--- src/rtl/uart_rx_pkg.sv ---
// Shared types and constants for the UART receive sequencer.
package uart_rx_pkg;

    typedef enum logic [1:0] {
        IDLE     = 2'd0,
        CAPTURE  = 2'd1,
        WAIT_CLR = 2'd2
    } rx_state_t;

    localparam int unsigned OVERSAMPLE = 16;

    // Sticky error flag bit positions
    localparam int unsigned FLAG_PARITY   = 0;
    localparam int unsigned FLAG_FRAMING  = 1;
    localparam int unsigned FLAG_OVERFLOW = 2;
    localparam int unsigned FLAG_TIMEOUT  = 3;
    localparam int unsigned NUM_FLAGS     = 4;

endpackage

--- src/rtl/uart_rx_fifo.sv ---
// First-word-fall-through synchronous FIFO with registered head, flags and occupancy.
module uart_rx_fifo #(
    parameter int unsigned DEPTH = 16,
    parameter int unsigned WIDTH = 8
) (
    input  logic                       clk,
    input  logic                       reset,
    input  logic                       push,
    input  logic [WIDTH-1:0]           din,
    input  logic                       pop,
    output logic [WIDTH-1:0]           dout,
    output logic                       empty,
    output logic                       full,
    output logic [$clog2(DEPTH):0]     count
);

    localparam int unsigned AW = $clog2(DEPTH);
    localparam int unsigned CW = AW + 1;

    logic [WIDTH-1:0] mem [DEPTH];
    logic [AW-1:0]    wr_ptr;
    logic [AW-1:0]    rd_ptr;
    logic [AW-1:0]    rd_nxt_c;
    logic [CW-1:0]    count_nxt_c;
    logic             push_ok_c;
    logic             pop_ok_c;

    always_comb begin
        push_ok_c   = push & ~full;
        pop_ok_c    = pop & ~empty;
        rd_nxt_c    = rd_ptr + AW'(pop_ok_c);
        count_nxt_c = count + CW'(push_ok_c) - CW'(pop_ok_c);
    end

    always_ff @(posedge clk) begin
        if (push_ok_c) begin
            mem[wr_ptr] <= din;
        end
    end

    // Head register looks ahead so it already shows the new head after a pop or first push
    always_ff @(posedge clk) begin
        if (reset) begin
            wr_ptr <= '0;
            rd_ptr <= '0;
            count  <= '0;
            empty  <= 1'b1;
            full   <= 1'b0;
            dout   <= '0;
        end else begin
            wr_ptr <= wr_ptr + AW'(push_ok_c);
            rd_ptr <= rd_nxt_c;
            count  <= count_nxt_c;
            empty  <= (count_nxt_c == '0);
            full   <= (count_nxt_c == CW'(DEPTH));
            if (push_ok_c && (wr_ptr == rd_nxt_c)) begin
                dout <= din;
            end else if (count_nxt_c != '0) begin
                dout <= mem[rd_nxt_c];
            end
        end
    end

endmodule

--- src/rtl/uart_rx_ctrl.sv ---
// UART receive sequencer: baud tick, receiver drain FSM, FIFO, sticky errors, interrupt.
// Optional idle timeout is built when UART_RX_TIMEOUT_EN is defined.
module uart_rx_ctrl
    import uart_rx_pkg::*;
#(
    parameter int unsigned BAUD_W     = 13,
    parameter int unsigned FIFO_DEPTH = 16,
    parameter int unsigned TMO_BITS   = 40
) (
    input  logic                          clk,
    input  logic                          reset,
    input  logic [BAUD_W-1:0]             baud_val,
    output logic                          baud_en,
    input  logic                          rx_full,
    input  logic [7:0]                    rx_data,
    input  logic                          rx_done,
    input  logic                          rx_parity_err,
    input  logic                          rx_framing_err,
    output logic                          rx_clr,
    output logic                          par_clr,
    input  logic                          host_rd,
    output logic [7:0]                    host_data,
    output logic                          fifo_empty,
    output logic                          fifo_full,
    output logic [$clog2(FIFO_DEPTH):0]   fifo_count,
    input  logic                          err_clr,
    output logic                          parity_err,
    output logic                          framing_err,
    output logic                          overflow,
    output logic                          timeout,
    input  logic                          rx_irq_en,
    input  logic                          err_irq_en,
    output logic                          irq
);

    if (FIFO_DEPTH < 2 || (FIFO_DEPTH & (FIFO_DEPTH - 1)) != 0 || TMO_BITS == 0) begin : g_bad_params
        $error("uart_rx_ctrl: FIFO_DEPTH must be a power of 2 >= 2 and TMO_BITS nonzero");
    end

    rx_state_t              state;
    rx_state_t              state_nxt;
    logic                   push_c;
    logic                   pop_c;
    logic                   tmo_set_c;
    logic [BAUD_W-1:0]      baud_cnt;
    logic [NUM_FLAGS-1:0]   flags;
    logic [NUM_FLAGS-1:0]   flag_set_c;
    logic [NUM_FLAGS-1:0]   flag_clr_c;

    // Baud down-counter; a new divisor is only picked up on reload
    always_ff @(posedge clk) begin
        if (reset) begin
            baud_cnt <= baud_val;
            baud_en  <= 1'b0;
        end else begin
            baud_en  <= (baud_cnt == '0);
            baud_cnt <= (baud_cnt == '0) ? baud_val : baud_cnt - BAUD_W'(1);
        end
    end

    always_ff @(posedge clk) begin
        if (reset) begin
            state <= IDLE;
        end else begin
            state <= state_nxt;
        end
    end

    always_comb begin
        state_nxt = state;
        case (state)
            IDLE:     if (rx_full && !fifo_full) state_nxt = CAPTURE;
            CAPTURE:  state_nxt = WAIT_CLR;
            WAIT_CLR: if (!rx_full) state_nxt = IDLE;
            default:  state_nxt = IDLE;
        endcase
    end

    always_comb begin
        push_c = 1'b0;
        if (state == CAPTURE) begin
            push_c = 1'b1;
        end
    end

    // Strobes registered from the next state so they are high exactly during CAPTURE
    always_ff @(posedge clk) begin
        if (reset) begin
            rx_clr  <= 1'b0;
            par_clr <= 1'b0;
        end else begin
            rx_clr  <= (state_nxt == CAPTURE);
            par_clr <= (state_nxt == CAPTURE) & rx_parity_err;
        end
    end

    assign pop_c = host_rd & ~fifo_empty;

    uart_rx_fifo #(
        .DEPTH (FIFO_DEPTH),
        .WIDTH (8)
    ) u_fifo (
        .clk   (clk),
        .reset (reset),
        .push  (push_c),
        .din   (rx_data),
        .pop   (host_rd),
        .dout  (host_data),
        .empty (fifo_empty),
        .full  (fifo_full),
        .count (fifo_count)
    );

`ifdef UART_RX_TIMEOUT_EN
    localparam int unsigned TMO_TICKS = OVERSAMPLE * TMO_BITS;
    localparam int unsigned TMO_W     = $clog2(TMO_TICKS + 1);

    logic [TMO_W-1:0] tmo_cnt;
    logic             tmo_zero_c;

    assign tmo_zero_c = push_c | pop_c | err_clr | fifo_empty;
    assign tmo_set_c  = ~tmo_zero_c & baud_en & (tmo_cnt == TMO_W'(TMO_TICKS - 1));

    // Counts baud ticks while data sits unread; saturates at the limit
    always_ff @(posedge clk) begin
        if (reset || tmo_zero_c) begin
            tmo_cnt <= '0;
        end else if (baud_en && (tmo_cnt != TMO_W'(TMO_TICKS))) begin
            tmo_cnt <= tmo_cnt + TMO_W'(1);
        end
    end
`else
    assign tmo_set_c = 1'b0;
`endif

    // Overflow: a new frame finished while the previous byte is still undrained
    always_comb begin
        flag_set_c                = '0;
        flag_set_c[FLAG_PARITY]   = par_clr;
        flag_set_c[FLAG_FRAMING]  = rx_framing_err;
        flag_set_c[FLAG_OVERFLOW] = rx_done & rx_full & (state != CAPTURE);
        flag_set_c[FLAG_TIMEOUT]  = tmo_set_c;
        flag_clr_c                = {NUM_FLAGS{err_clr}};
        flag_clr_c[FLAG_TIMEOUT]  = err_clr | pop_c;
    end

    always_ff @(posedge clk) begin
        if (reset) begin
            flags <= '0;
            irq   <= 1'b0;
        end else begin
            flags <= (flags & ~flag_clr_c) | flag_set_c;
            irq   <= (rx_irq_en & ~fifo_empty) | (err_irq_en & (|flags));
        end
    end

    assign parity_err  = flags[FLAG_PARITY];
    assign framing_err = flags[FLAG_FRAMING];
    assign overflow    = flags[FLAG_OVERFLOW];
    assign timeout     = flags[FLAG_TIMEOUT];

endmodule
--- config.mk ---
export PLATFORM = sky130hd
export DESIGN_NAME = uart_rx_ctrl
export DESIGN_NICKNAME = d
export VERILOG_FILES = /design/src/rtl/uart_rx_pkg.sv /design/src/rtl/uart_rx_fifo.sv /design/src/rtl/uart_rx_ctrl.sv
export SDC_FILE = /design/constraint.sdc
export NUM_CORES = 1
export LEC_CHECK = 0
export ABC_AREA = 1
export CAP_MARGIN = 10
export CORE_ASPECT_RATIO = 0.7
export CORE_MARGIN = 3
export CORE_UTILIZATION = 42
export DETAILED_ROUTE_END_ITERATION = 8
export PLACE_DENSITY = 0.63
export SLEW_MARGIN = 10
export SYNTH_ARGS = -nofsm -noshare
export SYNTH_HDL_FRONTEND = slang
export SYNTH_SLANG_ARGS = --single-unit
--- constraint.sdc ---
create_clock -name clk -period 6.8 [get_ports clk]
set_input_delay 1.7 -clock clk [delete_from_list [all_inputs] [get_ports clk]]
set_output_delay 1.7 -clock clk [all_outputs]
set_load 0.1 [all_outputs]
==> results of run 1 <==
==> critical path, cell delays in order <==
cell	delay, ps
clkdlybuf4s50_1	460
inv_1	50
nor2_1	90
ha_2	500
inv_2	900
o21ai_0	260
nand3_1	130
nand3_1	130
nand2_1	120
nand2_1	60
a21oi_2	120
==> area by class of cell <==
class                      instances  area, µm²  area share [%]
sequential                       174       4765           53.47
multi-input combinational        509       2446           27.45
timing repair buffer              56      553.0           6.206
clock buffer                      21      494.2           5.546
tap                              231      289.0           3.243
inverter                          70      262.8           2.949
clock inverter                    11      101.3           1.137
==> report_power, final <==
group / leakage [nW] / total, mW / switching [mW] / internal (mW)
clock: 0.301 / 0.984 / 0.422 / 0.562
combinational: 1.66 / 1.24 / 0.899 / 0.339
sequential: 1.53 / 1.26 / 0.0490 / 1.21
==> flip-flops by register name, summed over array words and instances (netlist names), 2 cells and up <==
name / flops
u_fifo.mem: 128
flags: 4
u_fifo.dout: 8
state: 2
baud_cnt: 13
u_fifo.wr_ptr: 4
u_fifo.count: 5
u_fifo.rd_ptr: 4
==> logic make-up after synthesis <==
logic type | Yosys count | share of synthesized area, %
fa+ha+maj | 11 | 1.908
compound gates | 54 | 4.062
flops | 174 | 62.62
buf+inv | 98 | 5.262
simple gates | 435 | 25.11
xor+xnor | 9 | 1.036
==> per-layer routing <==
metal / wire (µm) / vias to the layer above / global-route usage (%)
li1: - / 2680 / -
met5: 0 / - / 0
met2: 7479 / 226 / 25.36
met1: 9754 / 2580 / 31.09
met4: 227 / 0 / 4.585
met3: 1537 / 19 / 5.550
==> placed cells by master, fill, tap and decap left out, types with 4 or more instances in the layout <==
cell type and count:
a21oi_1 12, a21oi_2 6, clkbuf_16 19, clkdlybuf4s50_1 53, clkinv_4 4, dfxtp_1 46, edfxtp_1 128, ha_1 9
inv_1 66, inv_2 4, nand2_1 224, nand2_2 6, nand2_4 7, nand3_1 85, nand3b_1 11, nor2_1 85
nor3_1 4, o21ai_0 30, xnor2_1 9
==> worst max path at each step <==
| stage | from | end | slack (ps) | depth (start not counted) |
|---|---|---|---|---|
| global placement | host_rd | u_fifo.dout[2] | 2160 | 13 |
| detailed placement | host_rd | u_fifo.dout[5] | 2130 | 13 |
| finish | host_rd | u_fifo.dout[6] | 2540 | 11 |
| floorplan | host_rd | u_fifo.dout[1] | 3050 | 15 |
| CTS | host_rd | u_fifo.dout[5] | 2570 | 13 |
| global route | host_rd | u_fifo.dout[2] | 2300 | 13 |
==> stage by stage <==
step | cell area [µm²] | setup slack (ps) | hold slack, ps | power [mW] | std cells
2_1_floorplan | 7609 | 3051 | 396.0 | 2.202 | 781
3_3_place_gp | 8315 | 2162 | 423.5 | 2.499 | 1040
3_5_place_dp | 8315 | 2127 | 409.1 | 2.502 | 1040
4_1_cts | 8911 | 2567 | 426.0 | 3.480 | 1072
5_1_grt | 8911 | 2296 | 457.9 | 3.655 | 1072
6_report | 8911 | 2543 | 421.4 | 3.479 | 1072
==> results.tsv, run 1 <==
stage	metric	value	unit
run_status	run_status	finished clean	
die	num_rows	40	
layout	drive_above_1_share	7.848	%
route	vias	5505	
timing	maxSlewViolCount	0	
worst_setup_path	crit_required	7160	ps
logic_synthesis	synth_edf_count	128	
logic_synthesis	yosysMostFrequentCell	nand2_1	
route	antenna_left	0	
logic_synthesis	syn_avg_cell_area	9.742	µm²
layout	utilization	51.02	%
route	drt-vias-per-instance	5.135	
route	wl	19000	µm
cts	post_cts_buffers	0	
timing	slew-limit-headroom	25.43	%
worst_setup_path	criticalPathCategory	primary input to flip-flop	
min_path	min_to	baud_en	
logic_synthesis	synth-main-ff-cell	edfxtp_1	
layout	fin_nets	870	
power_and_ir_drop	leakage	3.491	nW
route	dr.pass1.iters	5	
global_routing	grt-ovfl-total	0	
logic_synthesis	yosys_register_bits	174	
timing	finalSetupViolCount	0	
logic_synthesis	async_flop_share	0	%
timing	min_period	4257	ps
die	ios	54	
die	dieHeight	118.6	µm
cts	clock_sinks	174	
worst_setup_path	cp-start-kind	primary input	
logic_synthesis	synth_fp_nets	823	
global_routing	grt_max_degree	66	
place	port_buffers	53	
cts	clk_pin_slew	70	ps
timing	rsz0062_at_grt	false	
min_path	holdPathStages	1	
cts	htree_levels	4	
global_routing	track_usage	19.37	%
logic_synthesis	yosysWarnings	0	
global_routing	grt_pass1_wl	29610	µm
timing	final_hold_viol_count	0	
cts	numCtsBuffers	17	
worst_setup_path	r2r-start	u_fifo.empty	
power_and_ir_drop	p_per_area	390.4	nW/µm²
job	drv_cap	0	
cts	clock_path_buffers	2	
power_and_ir_drop	peakVddDrop	0.2222	mV
worst_setup_path	worstPathMaxFanout	65	
layout	fillCellCount	1582	
layout	synthToLayoutAreaGrowth	17.12	%
timing	fmax	0.2349	GHz
route	remaining_drc_errors	0	
cts	post_cts_resized	0	
die	initial_core_util	43.56	%
place	dp_hpwl	12260	µm
cts	root_buffer	clkbuf_16	
cts	cts_hold_buffers	0	
worst_setup_path	critPathArrivalTime	4620	ps
min_path	holdCritPathClass	flip-flop to flip-flop	
logic_synthesis	seq_area_frac_synth	62.62	%
place	gp_congestion	0.8330	
timing	finClkSkew	9.638	ps
global_routing	grt_pass1_vias	5211	
logic_synthesis	synthDistinctLibCells	33	
worst_setup_path	reg2regPathDepth	9	
logic_synthesis	yosys-top-cells-area	edfxtp_1 51%, dfxtp_1 12%, nand2_1 11%	
worst_setup_path	cp-end-kind	flip-flop	
logic_synthesis	syn-instance-count	781	
timing	post-route-period-util	62.60	%
timing	tns	0	ps
layout	diodes	0	
worst_setup_path	reg2reg_to	u_fifo.dout[6]	
die	die_area	19790	µm²
die	core_area	17470	µm²
global_routing	antenna_found_initial	0	
logic_synthesis	synth_top_area_share	50.52	%
route	drt_iter0_markers	680	
min_path	holdCritStartpoint	baud_cnt[12]	
die	fp.dieW	166.9	µm
logic_synthesis	yosys-top-cells-count	224 x nand2_1, 128 x edfxtp_1, 85 x nand3_1, 85 x nor2_1, 67 x inv_1	
logic_synthesis	syn_area	7609	µm²
route	wl_per_cell	17.72	µm
cts	insertion_delay	430	ps
timing	tightest_slew	1119	ps
logic_synthesis	yosys.area.top_type	edfxtp_1	
worst_setup_path	reg2reg_slack	3890	ps
cts	cts_tree	yes	
(Power assumes the default switching activity.)
==> run 2: changes to the inputs <==
PLACE_DENSITY = 0.66   (was 0.63)
clock period = 3.8 ns   (was 6.8 ns; I/O delays follow)
==> run 2 against run 1 <==
Net effect: design area grew 0.42%; combinational power grew 89%; clock skew grew 1.9 ps; total power grew 79%; core utilization grew 0.21 points; largest power group is now combinational cells.
==> results.tsv, run 2 (synthesized netlist as in run 1, its figures left out) <==
stage	metric	value	unit
worst_setup_path	worstPathMaxFanout	9	
die	die_area	19790	µm²
route	wl_per_cell	16.70	µm
route	remaining_drc_errors	0	
cts	post_cts_buffers	0	
worst_setup_path	crit_buf_inv	5	
power_and_ir_drop	peakVddDrop	0.4668	mV
timing	slew-limit-headroom	32.95	%
cts	numCtsBuffers	17	
cts	root_buffer	clkbuf_16	
power_and_ir_drop	leakage	3.522	nW
min_path	holdCritStartpoint	baud_cnt[12]	
layout	diodes	0	
worst_setup_path	crit_required	4170	ps
cts	insertion_delay	430	ps
die	initial_core_util	43.56	%
min_path	holdCritPathClass	flip-flop to flip-flop	
timing	finClkSkew	11.53	ps
timing	hold_ws	416.7	ps
layout	drive_above_1_share	9.166	%
global_routing	grt_pass1_wl	28300	µm
run_status	run_status	finished clean	
power_and_ir_drop	p_sw	2.517	mW
global_routing	grt_max_degree	38	
min_path	holdPathStages	1	
place	dp_hpwl	12210	µm
place	placed_cells	1050	
worst_setup_path	cpMostUsedCell	inv_1	
place	dp_worst_setup_slack	70.30	ps
timing	finalSetupViolCount	0	
power_and_ir_drop	finalPower	6.216	mW
route	drt_iter0_markers	698	
worst_setup_path	crit_slowest_cell	fa_1	
place	port_buffers	53	
route	vias	5505	
power_and_ir_drop	internal_power	3.699	mW
worst_setup_path	reg2regPathDepth	14	
worst_setup_path	max_stage_delay	500	ps
timing	tightest_slew	1003	ps
layout	regArea	4765	µm²
layout	instances_no_fill	1082	
power_and_ir_drop	p_per_area	694.7	nW/µm²
route	wl	18070	µm
cts	cts_hold_buffers	0	
place	gp_congestion	0.8039	
worst_setup_path	crit_chain	clkdlybuf4s50_1 > inv_1 > nor2_1 > ha_1 > inv_1 > ha_1 > inv_1 > fa_1 > nand2_1 > nor2_1 > nand3_1 > nor2_2 > nand2_4 > nand2_1 > inv_1 > a21oi_2	
power_and_ir_drop	comb_power_share	37.6	%
min_path	min_to	baud_en	
die	dieHeight	118.6	µm
worst_setup_path	r2r-start	u_fifo.empty	
timing	min_period	3290	ps
layout	layout_commonest_cell	nand2_1	
global_routing	antenna_found_initial	0	
layout	regMostFlops	u_fifo.mem	
timing	final_hold_viol_count	0	
route	dr.pass1.iters	5	
timing	tns	0	ps
job	drv_cap	0	
layout	final_cell_mix	224 x nand2_1, 128 x edfxtp_1, 85 x nor2_1, 85 x nand3_1, 66 x inv_1	
timing	fmax	0.3039	GHz
cts	post_cts_resized	0	
cts	clock_path_buffers	2	
power_and_ir_drop	p_clk_share	26.4	%
power_and_ir_drop	swShare	40.49	%
worst_setup_path	critPathArrivalTime	3660	ps
layout	multi_input_comb_area	2446	µm²
timing	rsz0062_at_grt	false	
die	num_rows	40	
layout	fillCellCount	1565	
timing	post-route-period-util	86.58	%
route	antenna_left	0	
cts	htree_levels	4	
cts	clock_sinks	174	
die	core_area	17470	µm²
layout	synthToLayoutAreaGrowth	17.61	%
timing	fin_ws	509.9	ps
worst_setup_path	reg2reg_slack	1150	ps
timing	maxSlewViolCount	0	
global_routing	grt_pass1_vias	5028	
worst_setup_path	cp-start-kind	primary input	
cts	clk_pin_slew	70	ps
layout	fin_nets	880	
global_routing	track_usage	18.61	%
route	drt-vias-per-instance	5.088	
worst_setup_path	criticalPathCategory	primary input to flip-flop	
worst_setup_path	cp-end-kind	flip-flop	
die	ios	54	
cts	cts_tree	yes	
worst_setup_path	path_delay_family	simple AND/OR/NAND/NOR gates	
worst_setup_path	reg2reg_to	u_fifo.dout[1]	
power_and_ir_drop	seqPwrFrac	36.0	%
layout	largest_reg_flops	128	
layout	reg_top3	u_fifo.mem x128, baud_cnt x13, u_fifo.dout x8	
global_routing	grt-ovfl-total	0	
die	fp.dieW	166.9	µm
run 2: metal layers:
layer	track usage [%]	wire length, µm	part of all wire (%)	up-vias
met4	6.028	272	1.5	0
met5	0	0	0	-
met1	30.29	9105	50	2557
met2	23.86	7229	40	225
li1	-	-	-	2698
met3	4.346	1459	8.1	25
run 2: worst register-to-register path: cells and delay by family, from the launching register on:
family                     cells  cell delay (ps)
AOI/OAI and AO/OA              1              100
adders and majority gates      3              930
and+or+nand+nor                7             1020
DFF                            1              400
buffers and inverters          3              150
run 2: layout make-up:
class                      instances  area share (%)
timing repair buffer              66           7.103
multi-input combinational        509           27.34
sequential                       174           53.24
clock inverter                    13           1.091
tap                              231           3.230
clock buffer                      19           5.062
inverter                          70           2.936
run 2: stage by stage:
stage | util (%) | area (µm²)
final | 51.23 | 8949
after global routing | 51.23 | 8949
after CTS | 51.23 | 8949
after detailed placement | 48.08 | 8398
after global placement | 48.08 | 8398
after floorplan | - | 7609
run 2: worst max path at each step:
stage	from	endpoint	slack [ps]	depth (start not counted)
finish	host_rd	u_fifo.dout[1]	510	16
global placement	host_rd	u_fifo.dout[2]	170	16
global route	host_rd	u_fifo.dout[2]	230	16
CTS	host_rd	u_fifo.dout[1]	510	16
floorplan	u_fifo.empty	u_fifo.dout[1]	740	14
detailed placement	host_rd	u_fifo.dout[1]	70	16
run 2: power groups by stage:
| stage | clock (mW) | combinational (mW) | sequential, mW |
|---|---|---|---|
| 6_report | 1.64 | 2.34 | 2.24 |
| 5_1_grt | 1.73 | 2.55 | 2.25 |
| 2_1_floorplan | 0 | 1.16 | 2.78 |
| 3_5_place_dp | 0 | 2.31 | 2.27 |
| 3_3_place_gp | 0 | 2.28 | 2.28 |
| 4_1_cts | 1.67 | 2.31 | 2.24 |
==> edit 1, RTL diff (settings of run 2) <==
Add a define of `UART_RX_TIMEOUT_EN`.
--- a/src/rtl/uart_rx_ctrl.sv
+++ b/src/rtl/uart_rx_ctrl.sv
@@ -2,2 +2,4 @@
 // Optional idle timeout is built when UART_RX_TIMEOUT_EN is defined.
+`define UART_RX_TIMEOUT_EN
+
 module uart_rx_ctrl
Behaviour: same outputs for any inputs over 10 cycles, from zero or initial values and one cycle with reset high; that may be too few to reach the edited logic, so the function may still have changed.
==> edit 1 against run 2 <==
Routed wire length rose by 15%; sequential share of layout area is 3.1 points lower; hold slack improved by 45 ps; sequential cell count rose by 10; global-route usage up 0.67 points; synthesized area up 11%; register-to-register slack gained 40 ps; clock skew up 1.9 ps; clock power hardly changed; die area grew 11%; cell area up 11%; power about the same; worst setup slack better by 76 ps; critical path type unchanged.
==> edit 1: results (changes against run 2) <==
INFO  metric synth_fa_ha_area_share = 1.72% (-0.19 points)
INFO  metric outcome = completed
INFO  metric nonClockInverterCount = 156 (+120%)
INFO  metric synth.net_count = 926 (+13%)
INFO  metric cell_internal_pwr = 3.75 mW (+1.3%)
INFO  metric layout_top_registers = u_fifo.mem (128), baud_cnt (13), tmo_cnt (10)
INFO  metric route.detailed.vias_per_inst = 5.10 (+0.29%)
INFO  metric place_congestion = 0.900 (+12%)
INFO  metric detailroute.wirelength.met2 = 8440 µm (+17%)
INFO  metric non_clock_buffer_area_share = 7.33% (+0.23 points)
INFO  metric library_cells_used_by_synthesis = 44 (+33%)
INFO  metric grt.met1_usage = 30.4% (+0.15 points)
INFO  metric hold-path-cell-count = 2 (+1)
INFO  metric synth_top_cells_by_count = sky130_fd_sc_hd__nand3_1, sky130_fd_sc_hd__inv_1, sky130_fd_sc_hd__edfxtp_1
INFO  metric grt_start_max_net_pins = 65 (+71%)
INFO  metric count_of_multi_input_gates = 508 (-0.20%)
INFO  metric cp_data_arrival_time = 3580 ps (-80 ps)
INFO  metric filler_cell_count = 1762 (+13%)
INFO  metric numSequentialCells = 184 (+5.7%)
INFO  metric grt_util_met2 = 25.3% (+1.4 points)
INFO  metric use_met3 = 6.40% (+2.1 points)
INFO  metric skew = 13.4 ps (+1.87 ps)
INFO  metric power_consumed_by_combinational_cells = 2.21 mW (-6%)
INFO  metric area.sequential = 0.00496 mm² (+4.2%)
INFO  metric grt_usage = 19.3% (+0.67 points)
INFO  metric clock_area_share = 5.47% (-0.68 points)
INFO  metric met1_routed_length = 10400 µm (+14%)
INFO  metric clock_buffer_count = 18 (-1)
INFO  metric compound_gate_portion_of_the_synthesized_area = 3.52% (-0.54 points)
## edit 1: path summary, 6_finish.rpt
| kind | slack [ps] | endpoint | startpoint |
|---|---|---|---|
| worst max-delay path | 590 | u_fifo.dout[0]$_SDFFE_PP0P_ | host_rd |
| worst min-delay path | 460 | tmo_cnt[8]$_SDFFE_PP0P_ | tmo_cnt[8]$_SDFFE_PP0P_ |
| worst max register to register | 1190 | u_fifo.dout[0]$_SDFFE_PP0P_ | u_fifo.empty$_SDFF_PP1_ |
| worst min register to register | 460 | tmo_cnt[8]$_SDFFE_PP0P_ | tmo_cnt[8]$_SDFFE_PP0P_ |
## edit 1: metrics by stage
step / util (%) / worst slack [ps] / power, mW / hold WS, ps / instances
floorplan: - / 550 / 3.98 / 439 / 884
global placement: 48.4 / 236 / 4.58 / 451 / 1186
detailed placement: 48.4 / 163 / 4.59 / 456 / 1186
CTS: 51.2 / 591 / 6.23 / 467 / 1218
global route: 51.2 / 359 / 6.52 / 495 / 1218
finish: 51.2 / 586 / 6.21 / 462 / 1218
==> edit 2, RTL diff (settings of run 2) <==
Without the edit above. Register the outputs `parity_err`, `framing_err`, `overflow` and `timeout`, with the module's reset; this adds one clock of latency there. The other outputs are not delayed to match.
--- a/src/rtl/uart_rx_ctrl.sv
+++ b/src/rtl/uart_rx_ctrl.sv
@@ -156,6 +156,15 @@
 
-    assign parity_err  = flags[FLAG_PARITY];
-    assign framing_err = flags[FLAG_FRAMING];
-    assign overflow    = flags[FLAG_OVERFLOW];
-    assign timeout     = flags[FLAG_TIMEOUT];
+    always_ff @(posedge clk) begin
+        if (reset) begin
+            parity_err  <= '0;
+            framing_err <= '0;
+            overflow    <= '0;
+            timeout     <= '0;
+        end else begin
+            parity_err  <= flags[FLAG_PARITY];
+            framing_err <= flags[FLAG_FRAMING];
+            overflow    <= flags[FLAG_OVERFLOW];
+            timeout     <= flags[FLAG_TIMEOUT];
+        end
+    end
 
Behaviour: not the same (Yosys sat finds a counterexample within 4 cycles, from zero or initial values and one cycle with reset high).
==> edit 2 against run 2 <==
Routed wire length down 5.8%; via count increased by 0.40%; cell area up 3.4%; sequential power grew 2%; worst setup slack improved by 150 ps; sequential cell count rose by 4; global-route usage decreased by 1.2 points; synthesized area grew 2.9%; power grew 2.4%; register-to-register slack improved by 170 ps; highest routed layer unchanged.
==> edit 2: results (changes against run 2) <==
INFO  metric library_cells_used_by_synthesis = 31 (-6.1%)
INFO  metric port_buffers = 53 (unchanged)
INFO  metric place_congestion = 0.852 (+6.0%)
INFO  metric fin_util = 51.0% (-0.27 points)
INFO  metric crit_fanout = 8 (-1)
INFO  metric cts.root.buffer_cell = sky130_fd_sc_hd__clkbuf_16
INFO  metric pre_cts_slack = 251 ps (+181 ps)
INFO  metric rrSetupSlack = 1320 ps (+170 ps)
INFO  metric cts.htree.levels = 4 (unchanged)
INFO  metric proportion_of_layout_cells_with_a_drive_suffix_above_1 = 7.96% (-1.2 points)
INFO  metric largest_buffer_count_on_any_clock_path = 2 (unchanged)
INFO  metric r2r-start = u_fifo.empty$_SDFF_PP1_
INFO  metric antenna_cells_inserted = 0 (unchanged)
INFO  metric filler_cell_count = 1651 (+5.5%)
INFO  metric cp-endpoint = u_fifo.dout[6]$_SDFFE_PP0P_
INFO  metric skew = 13.5 ps (+1.95 ps)
INFO  metric grt_start_max_net_pins = 45 (+18%)
INFO  metric cp_data_arrival_time = 3480 ps (-180 ps)
INFO  metric grt_pass1_wl = 27400 µm (-3.1%)
INFO  metric via_count = 5527 (+0.40%)
INFO  metric timing.max_slew.rel_slack = 33.7% (+0.73 points)
INFO  metric min-delay-start = flags[2]$_SDFF_PP0_
INFO  metric synth_top_cells_by_count = sky130_fd_sc_hd__nand2_1, sky130_fd_sc_hd__edfxtp_1, sky130_fd_sc_hd__nand3_1
INFO  metric worstSkewPairLatency = between 400 and 500 ps
INFO  metric biggest_area_contributors_in_the_synthesized_netlist = sky130_fd_sc_hd__edfxtp_1, sky130_fd_sc_hd__dfxtp_1, sky130_fd_sc_hd__nand2_1
INFO  metric critical-path-top-delay-family = adder cells
INFO  metric final_nets = 921 (+4.7%)
INFO  metric vdd_ir_drop_max = 0.000393 V (-16%)
INFO  metric first_global_vias = 5327 (+5.9%)
INFO  metric detailed_place_hpwl = 11500 µm (-6.0%)
INFO  metric hold-path-endpoint = overflow$_SDFF_PP0_
INFO  metric num_cts_buffers = 17 (unchanged)
INFO  metric worst-r2r-cell-count = 12 (-2)
INFO  metric register_with_the_most_flip_flops = u_fifo.mem
INFO  metric startpoint = host_rd
INFO  metric grt_usage = 17.4% (-1.2 points)
INFO  metric setup_slack = 661 ps (+151 ps)
INFO  metric cpMaxStageDelayCell = sky130_fd_sc_hd__fa_1
INFO  metric synth_sequential_area_ratio = 61.9% (-0.75 points)
INFO  metric synth.net_count = 869 (+5.6%)
INFO  metric critical-path-max-stage-delay = 500 ps (about the same)
INFO  metric routed_wl = 17000 µm (-5.8%)
INFO  metric dominantRegCellSynth = sky130_fd_sc_hd__edfxtp_1
INFO  metric drt-initial-drc-count = 553 (-21%)
INFO  metric hold-path-cell-count = 2 (+1)
INFO  metric static-leakage-power = 3.83 nW (+8.8%)
INFO  metric number_of_buffers_added_for_setup_after_cts = 0 (unchanged)
INFO  metric post_dp_cell_area = 0.00861 mm² (+2.5%)
INFO  metric postSynth.asyncResetShare = 0% (unchanged)
INFO  metric outcome = completed
INFO  metric layout_top_registers = u_fifo.mem (128), baud_cnt (13), u_fifo.dout (8)
-- edit 2: cell types whose count changed after synthesis, moves of 7 or more --
cell | before | now
sky130_fd_sc_hd__inv_1 | 67 | 111
sky130_fd_sc_hd__nand3_1 | 85 | 115
sky130_fd_sc_hd__nand2_1 | 224 | 248
sky130_fd_sc_hd__o21ai_0 | 30 | 9
sky130_fd_sc_hd__a21oi_1 | 12 | 19
sky130_fd_sc_hd__nor2_1 | 85 | 51
-- edit 2: cells by family (layout without fill, tap and decap cells) --
logic type | count (synthesis) | count (layout) | synth area share (%)
buffers and inverters | 145 | 210 | 7.40
adder cells (fa/ha/maj) | 11 | 11 | 1.85
flip-flops | 178 | 178 | 61.9
AND/OR/NAND/NOR | 449 | 449 | 25.4
AO/OA/AOI/OAI | 33 | 33 | 2.28
XOR/XNOR | 11 | 11 | 1.23
-- edit 2: cell type report --
cell class	instances	area share (%)
Clock inverter	10	1.37
Inverter	115	4.66
Sequential cell	178	52.4
Timing Repair Buffer	63	6.76
Multi-Input combinational cell	504	26.0
Tap cell	236	3.19
Clock buffer	22	5.64
-- edit 2: through the flow --
step                      cells  hold WS [ps]
after floorplan             827           415
after global placement     1096           432
after detailed placement   1096           430
after CTS                  1128           441
after global routing       1128           468
final                      1128           439
-- edit 2: power breakdown --
| group | total, mW | leakage, nW | switching [mW] | internal [mW] |
|---|---|---|---|---|
| logic | 2.19 | 1.94 | 1.56 | 0.631 |
| registers | 2.28 | 1.57 | 0.0781 | 2.20 |
| clock network | 1.89 | 0.323 | 0.764 | 1.13 |
| total | 6.36 | 3.83 | 2.40 | 3.96 |
-- edit 2: layer usage --
metal	share of wire, %	GRT usage [%]	vias to the layer above
met1	49	25.8	2540
li1	-	-	2780
met2	42	25.5	183
met3	7.3	4.31	24
met4	1.5	5.16	0
met5	0	0	-
